<file path="config.mk">
export PLATFORM = sky130hd
export DESIGN_NAME = mem_access_unit
export DESIGN_NICKNAME = d
export VERILOG_FILES = /design/src/rtl/mem_access_unit.sv
export SDC_FILE = /design/constraint.sdc
export NUM_CORES = 1
export LEC_CHECK = 0
export ABC_AREA = 1
export BUFFER_PORTS_ARGS = -buffer_cell sky130_fd_sc_hd__buf_2
export CORE_MARGIN = 8
export CORE_UTILIZATION = 54
export DETAILED_ROUTE_END_ITERATION = 10
export HOLD_SLACK_MARGIN = 0.1
export PLACE_DENSITY = 0.95
export SYNTH_ARGS = -nofsm -noshare
export SYNTH_HDL_FRONTEND = slang
export SYNTH_SLANG_ARGS = --single-unit
export TNS_END_PERCENT = 30
</file>
<file path="constraint.sdc">
create_clock -name clk -period 3.4 [get_ports clk]
set_input_delay 0 -clock clk [delete_from_list [all_inputs] [get_ports clk]]
set_output_delay 0 -clock clk [all_outputs]
set_load 0.1 [all_outputs]
</file>
<file path="src/rtl/mem_access_unit.sv">
// rtl/mem_access_unit.sv - handshaked load/store unit: lane alignment, byte enables, bus access, WB formatting
// Optional bus watchdog enabled by defining MEM_TIMEOUT_EN.
module mem_access_unit #(
  parameter int XLEN    = 32,
  parameter int ADDR_W  = 32,
  parameter int TIMEOUT = 256
) (
  input  logic                clk,
  input  logic                rst_n,
  input  logic                req_valid,
  output logic                req_ready,
  input  logic                req_we,
  input  logic [2:0]          req_funct3,
  input  logic [ADDR_W-1:0]   req_addr,
  input  logic [XLEN-1:0]     req_wdata,
  input  logic [4:0]          req_rd,
  output logic                bus_valid,
  input  logic                bus_ready,
  output logic                bus_we,
  output logic [ADDR_W-1:0]   bus_addr,
  output logic [XLEN/8-1:0]   bus_be,
  output logic [XLEN-1:0]     bus_wdata,
  input  logic                bus_rvalid,
  input  logic [XLEN-1:0]     bus_rdata,
  input  logic                bus_err,
  output logic                rsp_valid,
  output logic                rsp_load,
  output logic [4:0]          rsp_rd,
  output logic [XLEN-1:0]     rsp_data,
  output logic [1:0]          rsp_exc_code,
  output logic                busy
);

  localparam int BEW  = XLEN / 8;
  localparam int OFFW = $clog2(BEW);

  typedef enum logic [1:0] {IDLE, BUS_REQ, WAIT, RESP} state_t;
  state_t state, state_nxt;

  logic              we_q;
  logic [2:0]        f3_q;
  logic [ADDR_W-1:0] addr_q;
  logic [XLEN-1:0]   wdata_q;
  logic [4:0]        rd_q;

  logic       legal, misal;
  logic [1:0] req_exc;
  logic       timeout_hit;

  // Illegal funct3 takes precedence over misalignment.
  always_comb begin
    legal = 1'b0;
    misal = 1'b0;
    case (req_funct3)
      3'b000, 3'b001, 3'b010: legal = 1'b1;
      3'b011:                 legal = (XLEN == 64);
      3'b100, 3'b101:         legal = !req_we;
      3'b110:                 legal = !req_we && (XLEN == 64);
      default:                legal = 1'b0;
    endcase
    case (req_funct3[1:0])
      2'd1:    misal = req_addr[0];
      2'd2:    misal = |req_addr[1:0];
      2'd3:    misal = |req_addr[2:0];
      default: misal = 1'b0;
    endcase
    req_exc = !legal ? 2'd3 : (misal ? 2'd1 : 2'd0);
  end

  logic [OFFW-1:0] off;
  logic [BEW-1:0]  size_mask;
  assign off = addr_q[OFFW-1:0];

  always_comb begin
    size_mask = '0;
    case (f3_q[1:0])
      2'd0:    size_mask = BEW'(1);
      2'd1:    size_mask = BEW'(3);
      2'd2:    size_mask = BEW'(15);
      default: size_mask = '1;
    endcase
  end

  // Signed views let a size cast perform the sign extension for any XLEN.
  logic [XLEN-1:0]    shifted, load_fmt;
  logic signed [7:0]  b_s;
  logic signed [15:0] h_s;
  logic signed [31:0] w_s;

  always_comb begin
    shifted  = bus_rdata >> {off, 3'b000};
    b_s      = shifted[7:0];
    h_s      = shifted[15:0];
    w_s      = shifted[31:0];
    load_fmt = shifted;
    case (f3_q)
      3'b000:  load_fmt = XLEN'(b_s);
      3'b001:  load_fmt = XLEN'(h_s);
      3'b010:  load_fmt = XLEN'(w_s);
      3'b100:  load_fmt = XLEN'(shifted[7:0]);
      3'b101:  load_fmt = XLEN'(shifted[15:0]);
      3'b110:  load_fmt = XLEN'(shifted[31:0]);
      default: load_fmt = shifted;
    endcase
  end

`ifdef MEM_TIMEOUT_EN
  logic [15:0] to_cnt;

  always_ff @(posedge clk or negedge rst_n) begin
    if (!rst_n)                                to_cnt <= '0;
    else if (state == BUS_REQ || state == WAIT) to_cnt <= to_cnt + 16'd1;
    else                                       to_cnt <= '0;
  end

  assign timeout_hit = (state == BUS_REQ || state == WAIT) && (to_cnt == 16'(TIMEOUT - 1));
`else
  logic unused_timeout;
  assign unused_timeout = ^(16'(TIMEOUT));
  assign timeout_hit    = 1'b0;
`endif

  always_ff @(posedge clk or negedge rst_n) begin
    if (!rst_n) state <= IDLE;
    else        state <= state_nxt;
  end

  always_comb begin
    state_nxt = state;
    case (state)
      IDLE:    if (req_valid) state_nxt = (req_exc == 2'd0) ? BUS_REQ : RESP;
      BUS_REQ: begin
        if (bus_ready)        state_nxt = WAIT;
        else if (timeout_hit) state_nxt = RESP;
      end
      WAIT:    if (bus_rvalid || timeout_hit) state_nxt = RESP;
      RESP:    state_nxt = IDLE;
      default: state_nxt = IDLE;
    endcase
  end

  assign req_ready = (state == IDLE);
  assign busy      = (state != IDLE);
  assign rsp_valid = (state == RESP);
  assign bus_valid = (state == BUS_REQ);
  assign bus_we    = bus_valid && we_q;
  assign bus_addr  = bus_valid ? {addr_q[ADDR_W-1:OFFW], {OFFW{1'b0}}} : '0;
  assign bus_be    = !bus_valid ? '0 : (we_q ? (size_mask << off) : '1);
  assign bus_wdata = bus_we ? (wdata_q << {off, 3'b000}) : '0;

  // rsp_* are loaded only on entry to RESP so they hold until the next completion.
  always_ff @(posedge clk or negedge rst_n) begin
    if (!rst_n) begin
      we_q         <= 1'b0;
      f3_q         <= '0;
      addr_q       <= '0;
      wdata_q      <= '0;
      rd_q         <= '0;
      rsp_load     <= 1'b0;
      rsp_rd       <= '0;
      rsp_data     <= '0;
      rsp_exc_code <= '0;
    end else begin
      case (state)
        IDLE: if (req_valid) begin
          we_q    <= req_we;
          f3_q    <= req_funct3;
          addr_q  <= req_addr;
          wdata_q <= req_wdata;
          rd_q    <= req_rd;
          if (req_exc != 2'd0) begin
            rsp_load     <= !req_we;
            rsp_rd       <= req_rd;
            rsp_data     <= '0;
            rsp_exc_code <= req_exc;
          end
        end
        BUS_REQ: if (!bus_ready && timeout_hit) begin
          rsp_load     <= !we_q;
          rsp_rd       <= rd_q;
          rsp_data     <= '0;
          rsp_exc_code <= 2'd2;
        end
        WAIT: if (bus_rvalid || timeout_hit) begin
          rsp_load     <= !we_q;
          rsp_rd       <= rd_q;
          rsp_data     <= (!bus_rvalid || bus_err || we_q) ? '0 : load_fmt;
          rsp_exc_code <= (!bus_rvalid || bus_err) ? 2'd2 : 2'd0;
        end
        default: ;
      endcase
    end
  end

endmodule
</file>
-- After elaboration in Yosys (flattened, before gate mapping)
Cells that the tools add are included.
- bits of input ports: 111
- RAM bits: 0
- output and inout bits: 113
- latch bits: 0
- bits in registers: 115
- word-level logic and storage cells: 85
- ROM bits: 0
- memories kept: 0
- multiply operators: 0
- divide/modulo/power cells: 0
- equality and inequality tests: 18
- add/subtract/negate cells: 0
- shift-type cells: 3
- reductions and logical operators: 21
- bitwise logic cells: 0
- mux-type cells: 33
- order comparisons: 0
- operators with widths (kind ; number):
    32-bit 2-to-1 mux ; 6
    32-bit case mux with 4 select lines ; 1
    32-bit case mux with 2 select lines ; 1
    32-bit by 5-bit left shift with 32-bit output ; 1
    32-bit by 5-bit >> shifter with 32-bit output ; 1
    2-bit 2-to-1 mux ; 9
    5-bit 2-to-1 mux ; 3
    3-bit equality test (second input constant) ; 4
    5-bit case mux with 2 select lines ; 1
    2-bit equality test (second input constant) ; 4
    4-bit 2-to-1 mux ; 2
    2-bit case mux with 4 select lines ; 1
    4-bit case mux with 2 select lines ; 1
    2-bit by 1-bit equality test with 1-bit output (second input constant) ; 3
    3-bit by 1-bit equality test with 1-bit output (second input constant) ; 2
    2-bit logical NOT ; 3
    3-bit logical NOT ; 2
    2-bit nonzero test ; 3
    3-bit OR reduction ; 2
    1-bit 2-to-1 mux ; 4
    2-bit by 1-bit inequality test with 1-bit output (second input constant) ; 2
    2-bit inequality test (second input constant) ; 2
    1-bit case mux with 2 select lines ; 2
    2-bit case mux with 2 select lines ; 1
    10 further kinds ; 14

-- Logic depth before layout (Yosys ltp)
- depth after elaboration: 8
- depth in mapped cells: 11
- depth with buffers taken out: 9

-- Worst setup path after synthesis
OpenSTA, ideal clock, no wires.
- path type: register to output
- start point: register state[1]
- end point: output bus_wdata[26]
- required time: 3.400 ns
- path buffers: 1
- slack: -1.495 ns
- arrival: 4.895 ns
- cell stages (with the launch flop): 8
- path through: dfrtp_1 > inv_1 > ha_1 > nand2_1 > inv_1 > nand2_1 > clkbuf_1 > o32ai_1
- cells in the longest elaborated chain, start to end: 3
- ends and longest elaborated chain (what ; RTL line ; source):
    from (decl) ; 38 ; state_t state, state_nxt;
    from (signal assigned) ; 125 ; else state <= state_nxt;
    2-bit by 1-bit equality test with 1-bit output ; 145 ; assign bus_valid = (state == BUS_REQ);
    net bus_valid ; 17 ; output logic bus_valid,
    1-bit logical AND ; 146 ; assign bus_we = bus_valid && we_q;
    net bus_we ; 19 ; output logic bus_we,
    32-bit 2-to-1 mux ; 149 ; assign bus_wdata = bus_we ? (wdata_q << {off, 3'b000}) : '0;
    to (decl) ; 22 ; output logic [XLEN-1:0] bus_wdata,
The timed path passes the listed nets, and every way through them passes these cells.

-- Worst setup path after layout
- start point: register state[0]
- end point: register rsp_data[7]
- cells in the longest elaborated chain, start to end: 3
- elaborated cells between the ends (all ways): 8
- those cells by class: eq/ne (4); mux (1); reduce/logical (3)
- ends and longest elaborated chain (what ; RTL line ; source):
    2-bit equality test or 2-bit logical NOT (tied branches) ; 164 ; case (state)
    2-bit inequality test (no source line) (tied with other cells) ; -- ;
    4-bit AND reduction (no source line) ; -- ;
    to (signal assigned) ; 187 ; rsp_data <= (!bus_rvalid || bus_err || we_q) ? '0 : load_fmt;
    to (decl) ; 29 ; output logic [XLEN-1:0] rsp_data,
Parallel ways exist; a longest one is shown, timed or not.
A chain may end at the register's enable or synchronous reset.

==> impl_metrics.json <==
{
  "drc": 0,
  "tns_ns": 0,
  "cts_buffers": 17,
  "post_cts_buffers": 0,
  "hpwl_mm": 13.7,
  "nFillCells": 640,
  "register_area_um2": 2880,
  "ys_seq_area_share_pct": 47.1,
  "slew_viol_final": 0,
  "synthTopCellsByArea": "dfrtp_1 47%, nand2_1 25%, o21ai_0 5.2%, inv_1 3.9%, nand3_1 2.9%",
  "synth_area_um2": 6110,
  "synth_edf_count": 0,
  "wl_per_cell_um": 18.3,
  "clk_pin_slew_ns": 0.06,
  "rsz0062_at_grt": "no",
  "grt_max_degree": 73,
  "hold_depth": 7,
  "cp.arrival_ns": 3.29,
  "synth_most_common_cell": "nand2_1",
  "row_count": 39,
  "pwr-share-clk_pct": 18.6,
  "min_period_over_period_pct": 86.9,
  "cellPowerDensity_nw_per_um2": 1090,
  "gp_congestion": 0.869,
  "hold_viol": 0,
  "post_route_cells_drive_above_1_share_pct": 26.9,
  "power.internal_mw": 4.31,
  "total_power_mw": 9.88,
  "clock_sinks": 115,
  "grt-ovfl-total": 0,
  "dieArea_um2": 15000,
  "grt_usage_pct": 32.0,
  "port_buffers": 221,
  "grt_pass1_vias": 7531,
  "combPwrFrac_pct": 58.1,
  "path_cells": "inv_1 > ha_1 > nor2_1 > nor2_2 > nand2_4 > nor2_8 > nand3_1 > dlygate4sd3_1 > nand2_1",
  "dieHeight_um": 122,
  "p_leak_nw": 5.17,
  "crit_cells": 9,
  "critical-path-top-delay-family": "simple AND/OR/NAND/NOR gates",
  "cts_buffer_depth": 2,
  "switchingPower_mw": 5.57,
  "maxCapViolations": 0,
  "area_growth_pct": 48.6,
  "cpMaxStageDelayCell": "dlygate4sd3_1",
  "cp_max_fo": 42,
  "coreArea_um2": 11200,
  "worstSetupPathType": "flop to flop",
  "path_buf_inv": 2,
  "worst_pin_slew_ns": 0.760,
  "die_w_um": 122,
  "synth_flop_cell": "dfrtp_1",
  "antenna_found_initial": 0,
  "status": "finished, final reports clean",
  "seq_power_share_pct": 23.4,
  "viasPerCell": 5.63,
  "route.vias.total": 7331,
  "dr.pass1.iters": 6,
  "yosysWarnings": 0,
  "io-pin-count": 224,
  "period_needed_ns": 2.95,
  "tritoncts": "yes",
  "dr.first_iter.drc_count": 940,
  "clock.fmax_mhz": 338,
  "critPathMaxStageDelay_ns": 0.59,
  "multi_input_area_um2": 2950,
  "syn_inst": 845,
  "worstPathRequired_ns": 3.74,
  "synth_top_area_share_pct": 47.1,
  "r2r_cells": 9,
  "layout.nets": 1259,
  "avgSynthCellArea_um2": 7.24,
  "antenna_left": 0,
  "h-tree-depth": 4,
  "setup_violations": 0,
  "netlist.top_cell.by_area": "dfrtp_1",
  "grt_pass1_wl_mm": 37.8,
  "drt_wl_total_mm": 23.8,
  "crit_path_start_kind": "flop",
  "initial_core_util_pct": 54.5,
  "hp-class": "input pin to flop",
  "ir_drop_uv": 711,
  "synth_cell_types": 29,
  "skew_ns": 0.00997,
  "ys_async_sr_fraction_pct": 100,
  "synth_common_cells": "402 x nand2_1, 115 x dfrtp_1, 63 x inv_1, 63 x o21ai_0, 40 x nor2_1",
  "ys_ff_latch": 115,
  "p_sw_share_pct": 56.4,
  "root_buffer": "clkbuf_16",
  "slew_headroom_pct": 49.1,
  "clock_latency_ns": 0.40,
  "cp-end-kind": "flop"
}
==> repair_timing <==
action | in CTS | in global routing
endpoints found under the hold margin | 159 | 0
hold buffers | 102 | 0
resized for setup | 0 | 0
==> path summary, 6_finish.rpt <==
check                                 start               to  slack [ns]
worst max-delay path               state[0]      rsp_data[7]        0.45
worst min-delay path             bus_rvalid  rsp_exc_code[1]        0.13
worst max register to register     state[0]      rsp_data[7]        0.45
worst min register to register  rsp_data[3]      rsp_data[3]        0.48
max in group asynchronous             rst_n        addr_q[1]        2.41
min in group asynchronous             rst_n      rsp_data[3]        0.21
==> worst reg2reg max path: cells and delay by family, from the launching register on <==
| kind | cells | cell delay, ns |
|---|---|---|
| adders and majority gates | 1 | 0.49 |
| buffers and inverters | 2 | 0.71 |
| DFF | 1 | 0.40 |
| and+or+nand+nor | 6 | 1.29 |
==> cells by family after synthesis <==
logic type / synth area share (%)
compound gates: 9.70
fa+ha+maj: 0.819
mux: 1.47
other cells: 0.0613
flops: 47.1
simple gates: 32.0
buf+inv: 8.84
==> flip-flops by register name (all words and copies together) (netlist names) <==
name / cells
rsp_load: 1
rd_q: 5
f3_q: 3
rsp_rd: 5
rsp_data: 32
addr_q: 32
wdata_q: 32
we_q: 1
rsp_exc_code: 2
state: 2
==> power groups by stage <==
stage          logic, mW  registers [mW]  clock network, mW
2_1_floorplan       3.80            2.93                  0
3_3_place_gp        5.28            2.24                  0
3_5_place_dp        5.39            2.25                  0
4_1_cts             5.56            2.25               1.85
5_1_grt             6.08            2.37               1.91
6_report            5.74            2.31               1.84
==> layout make-up <==
| class | instances | share of cell area (%) |
|---|---|---|
| clock inverters | 12 | 1.72 |
| flip-flops and latches | 115 | 31.7 |
| multi-input cells | 612 | 32.4 |
| well taps | 143 | 1.97 |
| repair buffers | 333 | 24.4 |
| inverters | 65 | 2.73 |
| diodes | 1 | 0.0275 |
| clock buffers | 20 | 5.03 |
==> cells in the final DEF (no fill, tap or decap), drive strengths merged, types with 4 or more instances in the layout <==
| cell | Yosys | final |
|---|---|---|
| mux2i | 9 | 9 |
| o22ai | 12 | 12 |
| dlygate4sd3 | 0 | 102 |
| clkinvlp | 0 | 5 |
| buf | 33 | 231 |
| a21oi | 19 | 19 |
| o21ai | 64 | 64 |
| clkbuf | 21 | 20 |
| ha | 4 | 4 |
| dfrtp | 115 | 115 |
| clkinv | 0 | 5 |
| a22oi | 7 | 7 |
| nor2 | 43 | 43 |
| nand3 | 40 | 40 |
| inv | 65 | 64 |
| nand2 | 404 | 404 |
==> per-stage QoR <==
step           worst slack, ns  instances  util (%)  hold WS, ns  instance area [um^2]
2_1_floorplan          -0.0966        846         -       -0.296                  6360
3_3_place_gp              1.06       1166      66.4        0.116                  7450
3_5_place_dp             0.969       1166      66.4        0.117                  7450
4_1_cts                  0.536       1300      80.9        0.105                  9080
5_1_grt                  0.217       1300      80.9        0.176                  9080
6_report                 0.446       1301      80.9        0.133                  9080
==> routing by layer <==
layer	vias up	share of wire (%)	GRT usage [%]
met5	-	0	0
met4	0	5.2	19.3
met3	127	11	9.89
met2	546	48	53.3
met1	3423	35	35.5
li1	3235	-	-
Note: power is estimated with default switching activity, not from simulation.
